**config.mk**
```make
export PLATFORM = sky130hd
export DESIGN_NAME = pipe_trace_buffer_flat
export DESIGN_NICKNAME = d
export VERILOG_FILES = /design/src/rtl/pipe_trace_buffer_if.sv /design/src/rtl/pipe_trace_buffer.sv /design/src/flat_wrapper.sv
export SDC_FILE = /design/constraint.sdc
export NUM_CORES = 1
export LEC_CHECK = 0
export BUFFER_PORTS_ARGS = -buffer_cell sky130_fd_sc_hd__buf_2
export CELL_PAD_IN_SITES_DETAIL_PLACEMENT = 1
export CELL_PAD_IN_SITES_GLOBAL_PLACEMENT = 2
export CORE_ASPECT_RATIO = 0.5
export CORE_UTILIZATION = 42
export CTS_CLUSTER_DIAMETER = 200
export DETAILED_ROUTE_END_ITERATION = 8
export PLACE_DENSITY = 0.83
export SLEW_MARGIN = 15
export SYNTH_ARGS = -nofsm -noshare
export SYNTH_HDL_FRONTEND = slang
export SYNTH_SLANG_ARGS = --single-unit
export TNS_END_PERCENT = 5
```
**constraint.sdc**
```tcl
create_clock -name clock -period 14.3 [get_ports clock]
set_clock_uncertainty 0.05 [all_clocks]
set_input_delay 2.86 -clock clock [delete_from_list [all_inputs] [get_ports clock]]
set_output_delay 2.86 -clock clock [all_outputs]
set_load 0.02 [all_outputs]
```
**src/rtl/pipe_trace_buffer_if.sv**
```systemverilog
// Commit-capture and readout signal bundle for pipe_trace_buffer.
// master = pipeline/sink side, slave = trace buffer.
interface pipe_trace_buffer_if #(
  parameter int unsigned DATA_W = 64
);
  logic              cap_valid;
  logic [DATA_W-1:0] cap_pc;
  logic [31:0]       cap_instr;
  logic [4:0]        cap_rd;
  logic [DATA_W-1:0] cap_wdata;
  logic              cap_stall;
  logic              cap_err;

  logic              rd_ready;
  logic              rd_valid;
  logic [DATA_W-1:0] rd_pc;
  logic [31:0]       rd_instr;
  logic [4:0]        rd_rd;
  logic [DATA_W-1:0] rd_wdata;
  logic              rd_last;

  modport master (
    output cap_valid, cap_pc, cap_instr, cap_rd, cap_wdata, cap_stall, cap_err, rd_ready,
    input  rd_valid, rd_pc, rd_instr, rd_rd, rd_wdata, rd_last
  );

  modport slave (
    input  cap_valid, cap_pc, cap_instr, cap_rd, cap_wdata, cap_stall, cap_err, rd_ready,
    output rd_valid, rd_pc, rd_instr, rd_rd, rd_wdata, rd_last
  );
endinterface

```
**src/rtl/pipe_trace_buffer.sv**
```systemverilog
// Commit-trace recorder: circular capture of WB commits, freezes POST_TRIG commits after a
// trigger, then drains the captured window oldest-first over a valid/ready port.
module pipe_trace_buffer #(
  parameter int unsigned DATA_W    = 64,
  parameter int unsigned DEPTH     = 8,
  parameter int unsigned POST_TRIG = 3
) (
  input  logic                     clock,
  input  logic                     reset,
  input  logic                     arm,
  input  logic [1:0]               trig_mode,
  input  logic [DATA_W-1:0]        trig_pc,
  pipe_trace_buffer_if.slave       tr,
  output logic [1:0]               state,
  output logic [$clog2(DEPTH):0]   fill
);
  localparam int unsigned AW = $clog2(DEPTH);

  typedef logic [AW-1:0] ptr_t;
  typedef logic [AW:0]   cnt_t;

  localparam cnt_t DepthC = cnt_t'(DEPTH);
  localparam cnt_t PostC  = cnt_t'(POST_TRIG);

  typedef enum logic [1:0] {
    StIdle  = 2'd0,
    StArmed = 2'd1,
    StPost  = 2'd2,
    StDone  = 2'd3
  } state_e;

  state_e state_q;
  ptr_t   wr_ptr_q;
  ptr_t   rd_ptr_q;
  cnt_t   fill_q;
  cnt_t   post_q;
  cnt_t   remain_q;

  logic [DATA_W-1:0] mem_pc    [DEPTH];
  logic [31:0]       mem_instr [DEPTH];
  logic [4:0]        mem_rd    [DEPTH];
  logic [DATA_W-1:0] mem_wdata [DEPTH];

  logic trig_hit;
  logic wr_en;
  logic rd_valid_w;
  logic rd_xfer;
  ptr_t wr_ptr_inc;
  cnt_t fill_inc;
  cnt_t post_inc;
  ptr_t first_ptr;

  always_comb begin
    trig_hit = 1'b0;
    unique case (trig_mode)
      2'd0: trig_hit = (tr.cap_pc == trig_pc);
      2'd1: trig_hit = tr.cap_stall;
      2'd2: trig_hit = tr.cap_err;
      2'd3: trig_hit = 1'b1;
    endcase
  end

  assign wr_en      = tr.cap_valid && ((state_q == StArmed) || (state_q == StPost));
  assign wr_ptr_inc = wr_ptr_q + ptr_t'(1);
  assign fill_inc   = (fill_q == DepthC) ? fill_q : fill_q + cnt_t'(1);
  assign post_inc   = post_q + cnt_t'(1);
  // Oldest stored entry once the final record lands; a full buffer maps back onto wr_ptr.
  assign first_ptr  = wr_ptr_inc - fill_inc[AW-1:0];

  assign rd_valid_w = (state_q == StDone) && (remain_q != '0);
  assign rd_xfer    = rd_valid_w && tr.rd_ready;

  always_ff @(posedge clock) begin
    if (wr_en) begin
      mem_pc[wr_ptr_q]    <= tr.cap_pc;
      mem_instr[wr_ptr_q] <= tr.cap_instr;
      mem_rd[wr_ptr_q]    <= tr.cap_rd;
      mem_wdata[wr_ptr_q] <= tr.cap_wdata;
    end
  end

  always_ff @(posedge clock or posedge reset) begin
    if (reset) begin
      state_q  <= StIdle;
      wr_ptr_q <= '0;
      rd_ptr_q <= '0;
      fill_q   <= '0;
      post_q   <= '0;
      remain_q <= '0;
    end else begin
      unique case (state_q)
        StIdle: begin
          if (arm) begin
            state_q  <= StArmed;
            wr_ptr_q <= '0;
            fill_q   <= '0;
            post_q   <= '0;
          end
        end
        StArmed: begin
          if (tr.cap_valid) begin
            wr_ptr_q <= wr_ptr_inc;
            fill_q   <= fill_inc;
            if (trig_hit) begin
              post_q <= '0;
              if (POST_TRIG == 0) begin
                state_q  <= StDone;
                rd_ptr_q <= first_ptr;
                remain_q <= fill_inc;
              end else begin
                state_q <= StPost;
              end
            end
          end
        end
        StPost: begin
          if (tr.cap_valid) begin
            wr_ptr_q <= wr_ptr_inc;
            fill_q   <= fill_inc;
            post_q   <= post_inc;
            if (post_inc == PostC) begin
              state_q  <= StDone;
              rd_ptr_q <= first_ptr;
              remain_q <= fill_inc;
            end
          end
        end
        StDone: begin
          // Re-arm takes precedence over a pending transfer.
          if (arm) begin
            state_q  <= StArmed;
            wr_ptr_q <= '0;
            fill_q   <= '0;
            post_q   <= '0;
            remain_q <= '0;
          end else if (rd_xfer) begin
            rd_ptr_q <= rd_ptr_q + ptr_t'(1);
            remain_q <= remain_q - cnt_t'(1);
            if (remain_q == cnt_t'(1)) begin
              state_q <= StIdle;
            end
          end
        end
      endcase
    end
  end

  always_comb begin
    tr.rd_valid = rd_valid_w;
    tr.rd_last  = rd_valid_w && (remain_q == cnt_t'(1));
    tr.rd_pc    = rd_valid_w ? mem_pc[rd_ptr_q]    : '0;
    tr.rd_instr = rd_valid_w ? mem_instr[rd_ptr_q] : '0;
    tr.rd_rd    = rd_valid_w ? mem_rd[rd_ptr_q]    : '0;
    tr.rd_wdata = rd_valid_w ? mem_wdata[rd_ptr_q] : '0;
  end

  assign state = state_q;
  assign fill  = fill_q;
endmodule

```
**src/flat_wrapper.sv**
```systemverilog
// flat-port wrapper written by rule: the top's interface ports become plain ports
module pipe_trace_buffer_flat 
#(
  parameter int unsigned DATA_W    = 64,
  parameter int unsigned DEPTH     = 8,
  parameter int unsigned POST_TRIG = 3
)
  (clock, reset, arm, trig_mode, trig_pc, state, fill, tr_cap_valid, tr_cap_pc, tr_cap_instr, tr_cap_rd, tr_cap_wdata, tr_cap_stall, tr_cap_err, tr_rd_ready, tr_rd_valid, tr_rd_pc, tr_rd_instr, tr_rd_rd, tr_rd_wdata, tr_rd_last);
  pipe_trace_buffer_if #(.DATA_W(DATA_W)) tr_i ();
  input  logic clock;
  input  logic reset;
  input  logic arm;
  input  logic [1:0] trig_mode;
  input  logic [DATA_W-1:0] trig_pc;
  output logic [1:0] state;
  output logic [$clog2(DEPTH):0] fill;
  input wire logic [$bits(tr_i.cap_valid)-1:0] tr_cap_valid;
  input wire logic [$bits(tr_i.cap_pc)-1:0] tr_cap_pc;
  input wire logic [$bits(tr_i.cap_instr)-1:0] tr_cap_instr;
  input wire logic [$bits(tr_i.cap_rd)-1:0] tr_cap_rd;
  input wire logic [$bits(tr_i.cap_wdata)-1:0] tr_cap_wdata;
  input wire logic [$bits(tr_i.cap_stall)-1:0] tr_cap_stall;
  input wire logic [$bits(tr_i.cap_err)-1:0] tr_cap_err;
  input wire logic [$bits(tr_i.rd_ready)-1:0] tr_rd_ready;
  output wire logic [$bits(tr_i.rd_valid)-1:0] tr_rd_valid;
  output wire logic [$bits(tr_i.rd_pc)-1:0] tr_rd_pc;
  output wire logic [$bits(tr_i.rd_instr)-1:0] tr_rd_instr;
  output wire logic [$bits(tr_i.rd_rd)-1:0] tr_rd_rd;
  output wire logic [$bits(tr_i.rd_wdata)-1:0] tr_rd_wdata;
  output wire logic [$bits(tr_i.rd_last)-1:0] tr_rd_last;
  assign tr_i.cap_valid = tr_cap_valid;
  assign tr_i.cap_pc = tr_cap_pc;
  assign tr_i.cap_instr = tr_cap_instr;
  assign tr_i.cap_rd = tr_cap_rd;
  assign tr_i.cap_wdata = tr_cap_wdata;
  assign tr_i.cap_stall = tr_cap_stall;
  assign tr_i.cap_err = tr_cap_err;
  assign tr_i.rd_ready = tr_rd_ready;
  assign tr_rd_valid = tr_i.rd_valid;
  assign tr_rd_pc = tr_i.rd_pc;
  assign tr_rd_instr = tr_i.rd_instr;
  assign tr_rd_rd = tr_i.rd_rd;
  assign tr_rd_wdata = tr_i.rd_wdata;
  assign tr_rd_last = tr_i.rd_last;
  pipe_trace_buffer #(.DATA_W(DATA_W), .DEPTH(DEPTH), .POST_TRIG(POST_TRIG)) u_core (.clock(clock), .reset(reset), .arm(arm), .trig_mode(trig_mode), .trig_pc(trig_pc), .tr(tr_i), .state(state), .fill(fill));
endmodule
```
---- After elaboration in Yosys (flattened, before gate mapping) ----
Memories as Yosys holds them, arrays and structs flattened.
Index checks and enable logic that the tools add are counted.
storage, ports and cells
  register bits ........................... 20
  bits in writable memories ............... 1320
  input bits .............................. 238
  output and inout bits ................... 173
  word-level logic and storage cells ...... 90
  memories ................................ 4
cells by class
  add/sub/neg operators ................... 6
  equality and inequality tests ........... 21
  muxes and demuxes ....................... 37
  reductions and logical operators ........ 16
memory list
  memory            depth  width  rd ports  clocked after memory_dff  write ports  RTL line                 source
  u_core.mem_pc     8      64     1         0                         1            pipe_trace_buffer.sv:39  logic [DATA_W-1:0] mem_pc [DEPTH];
  u_core.mem_wdata  8      64     1         0                         1            pipe_trace_buffer.sv:42  logic [DATA_W-1:0] mem_wdata [DEPTH];
  u_core.mem_instr  8      32     1         0                         1            pipe_trace_buffer.sv:40  logic [31:0] mem_instr [DEPTH];
  u_core.mem_rd     8      5      1         0                         1            pipe_trace_buffer.sv:41  logic [4:0] mem_rd [DEPTH];
operators by type and width
  kind                                                    count
  2-to-1 mux 64 bit                                       2
  == test 64 bit                                          1
  2-to-1 mux 4 bit                                        10
  2-to-1 mux 32 bit                                       1
  2-to-1 mux 3 bit                                        6
  2-to-1 mux 2 bit                                        8
  one-hot mux 4 bit (2 select lines)                      2
  one-hot mux 3 bit (2 select lines)                      2
  one-hot mux 4 bit (3 select lines)                      1
  inequality test 2 bit (second input constant)           5
  adder 4 x 1 -> 4 bit (second input constant)            2
  == test 2 bit (second input constant)                   4
  inequality test 2 x 1 -> 1 bit (second input constant)  4
  one-hot mux 2 bit (4 select lines)                      1
  AND reduction 4 bit                                     2
  AND reduction 7 bit                                     1
  adder 3 x 1 -> 3 bit (second input constant)            2
  2-to-1 mux 5 bit                                        1
  AND reduction 5 bit                                     1
  == test 2 x 1 -> 1 bit (second input constant)          2
  == test 4 x 1 -> 1 bit (second input constant)          1
  == test 4 x 2 -> 1 bit (second input constant)          1
  == test 4 bit (second input constant)                   1
  logical AND 1 bit                                       4
  other kinds (12)                                        15

---- Logic depth before layout (Yosys ltp) ----
Gate-level depths: netlist (run 1).
  depth in word-level cells ............... 6
  depth in mapped cells ................... 12
  depth with buffers taken out ............ 12

---- Worst setup path before layout (run 1) ----
OpenSTA, ideal clock, no wires.
  path type ............................... input port to flip-flop
  from .................................... in tr_cap_valid
  to ...................................... mem u_core.mem_instr[0][0] (enable)
  setup time .............................. 0.892 ns
  data arrival time ....................... 14.379 ns
  data required time ...................... 13.358 ns
  setup slack ............................. -1.021 ns
  stages .................................. 3
  buffers on the path ..................... 0
  cells stage by stage .................... nand2_1 or2_2 nor3_1
between the ends
  word-level cells in the longest chain between the ends .. 3
RTL lines
  element                                 RTL line                 source
  start: declaration                      flat_wrapper.sv:17       input wire logic [$bits(tr_i.cap_valid)-1:0] tr_cap_valid;
  logical AND 1 bit                       pipe_trace_buffer.sv:63  assign wr_en = tr.cap_valid && ((state_q == StArmed) || (state_q == StPost));
  2-to-1 mux 1 bit                        pipe_trace_buffer.sv:74  if (wr_en) begin
  2-to-1 mux 1 bit (implied by the code)  pipe_trace_buffer.sv:76  mem_instr[wr_ptr_q] <= tr.cap_instr;
  end: declaration                        pipe_trace_buffer.sv:40
No other way between the ends.

---- Worst setup path after layout (run 1) ----
  from .................................... reg u_core.rd_ptr_q[0]
  to ...................................... out tr_rd_pc[30]
between the ends
  word-level cells in the longest chain between the ends .. 2
RTL lines
  element                   RTL line                  source
  start: declaration        pipe_trace_buffer.sv:34   ptr_t rd_ptr_q;
  start signal: assignment  pipe_trace_buffer.sv:108  rd_ptr_q <= first_ptr;
  start signal: assignment  pipe_trace_buffer.sv:123  rd_ptr_q <= first_ptr;
  start signal: assignment  pipe_trace_buffer.sv:137  rd_ptr_q <= rd_ptr_q + ptr_t'(1);
  memory read (8 x 64 bit)  -
  2-to-1 mux 64 bit         pipe_trace_buffer.sv:151  tr.rd_pc = rd_valid_w ? mem_pc[rd_ptr_q] : '0;
  end: declaration          flat_wrapper.sv:26        output wire logic [$bits(tr_i.rd_pc)-1:0] tr_rd_pc;
No other way between the ends.

==> flow_summary.toml, run 1 <==
[setup_path]
worst_path_max_delay_cell = "dfrtp_4"
critPathKind = "reg2out"
r2r-start = "u_core.state[0]"
worst_setup_path_start_kind = "flop"
rrSetupSlack_ns = 9.81
worstPathRequired_ns = 11.39
worstReg2RegEnd = "u_core.mem_wdata[6][54]"
cp.arrival_ns = 4.40
end_kind = "output pin"
worstPathCellList = "buf_12 > buf_4 > mux4_2 > nand2_1 > a21oi_1 > buf_2"
reg2regPathDepth = 8
critPathMaxFanout = 112
cpPeakStageDelay_ns = 0.89

[clocking]
numCtsBuffers = 115
post_cts.repair.setup_buffers = 0
cts_root_buf = "clkbuf_16"
cts_tree = "built"
clk_path_buf_depth = 3
clkSinkCount = 1340
clock_latency_ns = 0.74
cts_resized = 0
htree_levels = 3
clk_pin_slew_worst_paths_ns = 0.07
hold_buffers = 0

[routing]
firstDrtPassIters = 5
ant_nets = 0
drc = 0
first_iter_violations = 2288
wl_per_cell_microns = 28.4
route.vias.total = 26500
vias_per_cell = 5.64
drt-total-wl_microns = 133000

[sta]
setup_viol_count_final = 0
worst_pin_slew_ns = 1.09
timing.fmax_mhz = 137
hold_violations = 0
rsz0062_at_grt = "false"
drv_slew = 0
fin_ws_ns = 6.99
period_share_pct = 51.1
fin_crit_ns = 7.31
slew_headroom_pct = 27.3

[synth]
syn_area_sq_um = 51900
yosysSeqAreaShare_pct = 77.4
synth_seq_cells = 1340
synthFlopType = "edfxtp_1"
synth_edf_count = 1320
syn_area_per_cell_sq_um = 20.4
synthesis.nets = 2798
synthCells = 2544
ys_types = 45
async_flop_share_pct = 1.49
yosys_warnings = 0

[placed_design]
gp_congestion = 0.782
dp_slack_ns = 7.48
dp_hpwl_microns = 76500
io_buffers = 410

[min_path]
worstHoldStart = "u_core.remain_q[3]"
hold-path-endpoint = "u_core.remain_q[3]"
hold_path.class = "reg2reg"
holdPathStages = 1

[floorplanning]
die_h_microns = 250
num_rows = 90
dieWidth_microns = 499
core-area_sq_um = 122000
ioPinCount = 411
die-area_sq_um = 125000
initial_core_util_pct = 42.7

[global_routing]
grt_max_degree = 146
grt_pass1_vias = 28400
grt_pass1_wl_microns = 194000
grt_overflow_total = 0
grt_use_total_pct = 21.4
antenna_found_initial = 29

[power_and_ir_drop]
power.leakage_nw = 19.9
powerDensity_nw_per_um2 = 194
p_total_w = 0.0116
vdd_drop_max_mv = 0.161

[layout]
drive_gt1_share_pct = 31.6
final_nets = 3232
area_growth_pct = 15.3
final_util_pct = 49.2

[outcome]
status = "finished clean"

[job]
maxCapViolCount = 0
## worst max path at each step
stage	slack, ns	from	cells past startpoint	end
detailed placement	7.48	u_core.rd_ptr_q[0]	6	tr_rd_wdata[54]
global placement	7.54	u_core.rd_ptr_q[0]	6	tr_rd_rd[1]
CTS	6.65	u_core.rd_ptr_q[0]	6	tr_rd_wdata[54]
floorplan	-1.01	tr_cap_valid	4	u_core.mem_instr[4][0]
finish	6.99	u_core.rd_ptr_q[0]	6	tr_rd_pc[30]
global route	6.58	u_core.rd_ptr_q[0]	6	tr_rd_pc[30]
## flip-flops by register name, indices dropped and copies added, names as in the netlist
register and flops:
u_core.remain_q 4, u_core.fill 4, u_core.mem_instr 256, u_core.post_q 4, u_core.rd_ptr_q 3, u_core.mem_rd 40
u_core.wr_ptr_q 3, u_core.mem_pc 512, u_core.mem_wdata 512, u_core.state 2
## power by group
| part | switching [W] | leakage [nW] | internal (W) |
|---|---|---|---|
| combinational | 0.00209 | 5.81 | 0.00133 |
| clock | 0.00145 | 1.91 | 0.00184 |
| sequential | 0.000184 | 12.2 | 0.00473 |
| total | 0.00372 | 19.9 | 0.00790 |
## metrics by stage
stage                     instances  setup TNS, ns  area (sq um)  hold WS, ns
final                          4706              0         59800        0.448
after global routing           4701              0         59800        0.490
after CTS                      4682              0         59700        0.455
after detailed placement       4471              0         55800        0.438
after global placement         4471              0         55800        0.441
after floorplan                2544        -166.44         51900        0.417
## cell usage after synthesis, types with 16 or more instances
cell type  count  area, sq um
o21ai_0       17         85.1
nand2_1      348         1310
buf_2         34          170
mux4_2       330         7430
a21oi_1      174          871
xnor2_1       16          140
dfrtp_1       20          500
clkbuf_1      70          263
nor2_1        19         71.3
buf_1         26         97.6
edfxtp_1    1320        39600
xor2_1        39          342
inv_1         26         97.6
## cells in the final DEF (no fill, tap or decap), types with 24 or more instances in the layout
cell          n
edfxtp_1   1320
diode_2      24
buf_2       410
xor2_1       39
inv_1        25
mux4_2      330
buf_4        30
clkinv_2     26
clkbuf_16   116
nand2_1     347
a21oi_1     174
## layout make-up
cell class / instances / area, sq um
Multi-Input combinational cell: 1048 / 11200
Inverter: 26 / 103
Clock inverter: 75 / 936
Antenna cell: 24 / 60.1
Sequential cell: 1340 / 40100
Timing Repair Buffer: 447 / 2410
Clock buffer: 136 / 2980
Tap cell: 1610 / 2010
Fill cell: 11200 / 61700
## metal layers
metal	up-vias	part of all wire (%)	track usage [%]
li1	11200	-	-
met1	14300	41	28.0
met2	871	51	35.7
met3	210	5.2	3.53
met4	0	3.4	8.74
met5	-	0	0
## worst max-delay path, delay by kind of cell, from the launching register on
kind                   cells  cell delay [ns]
multiplexers               1             0.59
flip-flops                 1             0.89
buffers and inverters      3             1.86
AO/OA/AOI/OAI              1             0.13
AND/OR/NAND/NOR            1             0.08
## cells by family (layout without fill, tap and decap cells)
family | count (synthesis) | after routing | synth area share (%)
flip-flops | 1340 | 1340 | 77.4
AND/OR/NAND/NOR | 424 | 424 | 3.33
multiplexers | 336 | 336 | 14.5
AO/OA/AOI/OAI | 217 | 217 | 2.28
buffers and inverters | 156 | 684 | 1.21
XOR/XNOR | 55 | 55 | 0.929
adder cells (fa/ha/maj) | 16 | 16 | 0.400
other | 0 | 24 | 0
No activity file was read; power rests on OpenSTA's default activity.
==> run 2, diff against run 1 <==
--- a/config.mk
+++ b/config.mk
@@ -5,11 +5,12 @@
 export SDC_FILE = /design/constraint.sdc
 export NUM_CORES = 1
 export LEC_CHECK = 0
+export ABC_AREA = 1
 export BUFFER_PORTS_ARGS = -buffer_cell sky130_fd_sc_hd__buf_2
 export CELL_PAD_IN_SITES_DETAIL_PLACEMENT = 1
 export CELL_PAD_IN_SITES_GLOBAL_PLACEMENT = 2
 export CORE_ASPECT_RATIO = 0.5
-export CORE_UTILIZATION = 42
+export CORE_UTILIZATION = 38
 export CTS_CLUSTER_DIAMETER = 200
 export DETAILED_ROUTE_END_ITERATION = 8
 export PLACE_DENSITY = 0.83
==> constraint.sdc (replaced) <==
create_clock -name clock -period 6 [get_ports clock]
set_clock_uncertainty 0.05 [all_clocks]
set_input_delay 1.2 -clock clock [delete_from_list [all_inputs] [get_ports clock]]
set_output_delay 1.2 -clock clock [all_outputs]
set_load 0.02 [all_outputs]
==> run 2 against run 1 <==
Net effect:
- first-iteration DRC count rose by 7.6%
- final cell count rose by 38%
- utilization fell by 4.7 points
==> flow_summary.toml, run 2 <==
[outcome]
status = "finished clean"

[synth]
yosysSeqAreaShare_pct = 75.3
netlist.area_leader.share_pct = 74.4
yosys.cell_count.top_type = "edfxtp_1"
async_flop_share_pct = 1.49
synthCells = 4182
syn_area_per_cell_sq_um = 12.7
ys_types = 35
syn_area_sq_um = 53300
synth_seq_cells = 1340
yosys_warnings = 0
ys_top_cells_by_area = "edfxtp_1 (74%), nor2_1 (7.4%), o21ai_0 (6.9%), o22ai_1 (2.0%), a31oi_1 (1.9%)"
synth_commonest_cells = "edfxtp_1 (1,320), nor2_1 (1,057), o21ai_0 (736)"
synth_edf_count = 1320
synth_top_area_cell = "edfxtp_1"
synthesis.nets = 4436
synthFlopType = "edfxtp_1"

[layout]
final_common_cell = "edfxtp_1"
drive_gt1_share_pct = 15.1
top_regs = "u_core.mem_pc (512), u_core.mem_wdata (512), u_core.mem_instr (256)"
mostFrequentLayoutCells = "edfxtp_1 (1,320), nor2_1 (1,049), o21ai_0 (735)"
multiInputGateArea_sq_um = 11700
area_growth_pct = 15.4
final_nets = 4786
final_util_pct = 44.5
stdcell_count = 6505
fill_cells = 14400
seq_area_sq_um = 40100

[sta]
rsz0062_at_grt = "false"
fin_ws_ns = 1.01
fin_setup_tns_ns = 0
worst_pin_slew_ns = 1.05
setup_viol_count_final = 0
timing.fmax_mhz = 200
fin_crit_ns = 4.99
hold_violations = 0
period_share_pct = 83.2
slew_headroom_pct = 30.1
drv_slew = 0

[min_path]
hold_path.class = "reg2reg"

[routing]
wl_per_cell_microns = 23.7
route.vias.total = 35200
ant_nets = 0
first_iter_violations = 2461
vias_per_cell = 5.42
drt-total-wl_microns = 154000
firstDrtPassIters = 5
drc = 0

[global_routing]
grt_pass1_wl_microns = 229000
grt_max_degree = 144
grt_use_total_pct = 21.2
top_usage_layer = "met2"
antenna_found_initial = 26
use_met2_pct = 37.7
grt_pass1_vias = 37200
use_met1_pct = 27.0
grt_overflow_total = 0
grtUsageMet3_pct = 2.67

[power_and_ir_drop]
powerDensity_nw_per_um2 = 448
p_sw_w = 0.0100
p_sw_share_pct = 36.4
p_int_w = 0.0175
seq_power_share_pct = 41.6
combinationalPowerShare_pct = 31.4
power.leakage_nw = 21.0
vdd_drop_max_mv = 0.306
clockPowerShare_pct = 26.9

[placed_design]
dp_hpwl_microns = 89200
dp_cells = 6273
gp_congestion = 0.799
dp_slack_ns = 1.68
io_buffers = 410

[setup_path]
critPathMaxFanout = 21
cp.arrival_ns = 3.74
end_kind = "output pin"
worstPathRequired_ns = 4.75
worst_setup_path_start_kind = "flop"
critPathKind = "reg2out"

[floorplanning]
initial_core_util_pct = 38.6
ioPinCount = 411
core-area_sq_um = 138000
die-area_sq_um = 142000
num_rows = 96
die_h_microns = 267
dieWidth_microns = 532

[clocking]
post_cts.repair.setup_buffers = 0
cts_tree = "built"
numCtsBuffers = 119
cts_root_buf = "clkbuf_16"
cts_resized = 0
clkSinkCount = 1340
hold_buffers = 0
clk_pin_slew_worst_paths_ns = 0.07
clock_latency_ns = 0.72
htree_levels = 3
clk_path_buf_depth = 3

[job]
maxCapViolCount = 0
[run 2: logic make-up after synthesis]
| group | synth area share (%) |
|---|---|
| flip-flops | 75.3 |
| AND/OR/NAND/NOR | 8.94 |
| AO/OA/AOI/OAI | 12.0 |
| buffers and inverters | 2.85 |
| XOR/XNOR | 0.476 |
| adder cells (fa/ha/maj) | 0.390 |
| multiplexers | 0.0211 |
[run 2: through the flow]
stage	power, W	cell area [sq um]	hold WS, ns
after floorplan	0.0172	53300	0.413
after detailed placement	0.0204	57800	0.471
after CTS	0.0278	61500	0.486
after global placement	0.0200	57800	0.476
after global routing	0.0289	61500	0.509
final	0.0276	61500	0.475
[run 2: critical path: stages (launching register included)]
cell and delay, ns:
dfrtp_1 0.44, ha_1 0.37, inv_2 0.16, a21oi_4 0.80, buf_4 0.47, o21ai_0 0.18
a31oi_1 0.30, buf_2 0.23
[run 2: area by class of cell]
type                    count  area share, %
multi-input cells        2475           19.0
well taps                1862           3.79
inverters                  94          0.610
flip-flops and latches   1340           65.3
clock buffers             155           5.15
clock inverters            61          0.828
repair buffers            502           5.25
diodes                     16         0.0651
[run 2: worst paths after layout]
kind / slack, ns / cells after the start / startpoint / end
min in group asynchronous: 0.59 / 2 / reset / u_core.state[1]
hold reg to reg: 0.47 / 2 / u_core.post_q[3] / u_core.post_q[3]
hold / removal: 0.47 / 2 / u_core.post_q[3] / u_core.post_q[3]
setup / recovery: 1.01 / 7 / u_core.state[1] / tr_rd_wdata[2]
max in group asynchronous: 4.67 / 2 / reset / u_core.rd_ptr_q[0]
setup reg to reg: 2.56 / 7 / u_core.state[1] / u_core.mem_instr[7][3]
[run 2: power groups by stage]
stage	logic, W	clock network (W)	registers (W)
floorplan	0.00551	0	0.0117
global placement	0.00837	0	0.0116
detailed placement	0.00872	0	0.0117
CTS	0.00877	0.00756	0.0115
global route	0.00950	0.00787	0.0115
finish	0.00867	0.00741	0.0115
[run 2: routing by layer]
metal | vias up | wire length, microns
li1 | 16000 | -
met1 | 18300 | 66100
met2 | 726 | 78500
met3 | 250 | 4970
met4 | 4 | 4430
met5 | - | 20
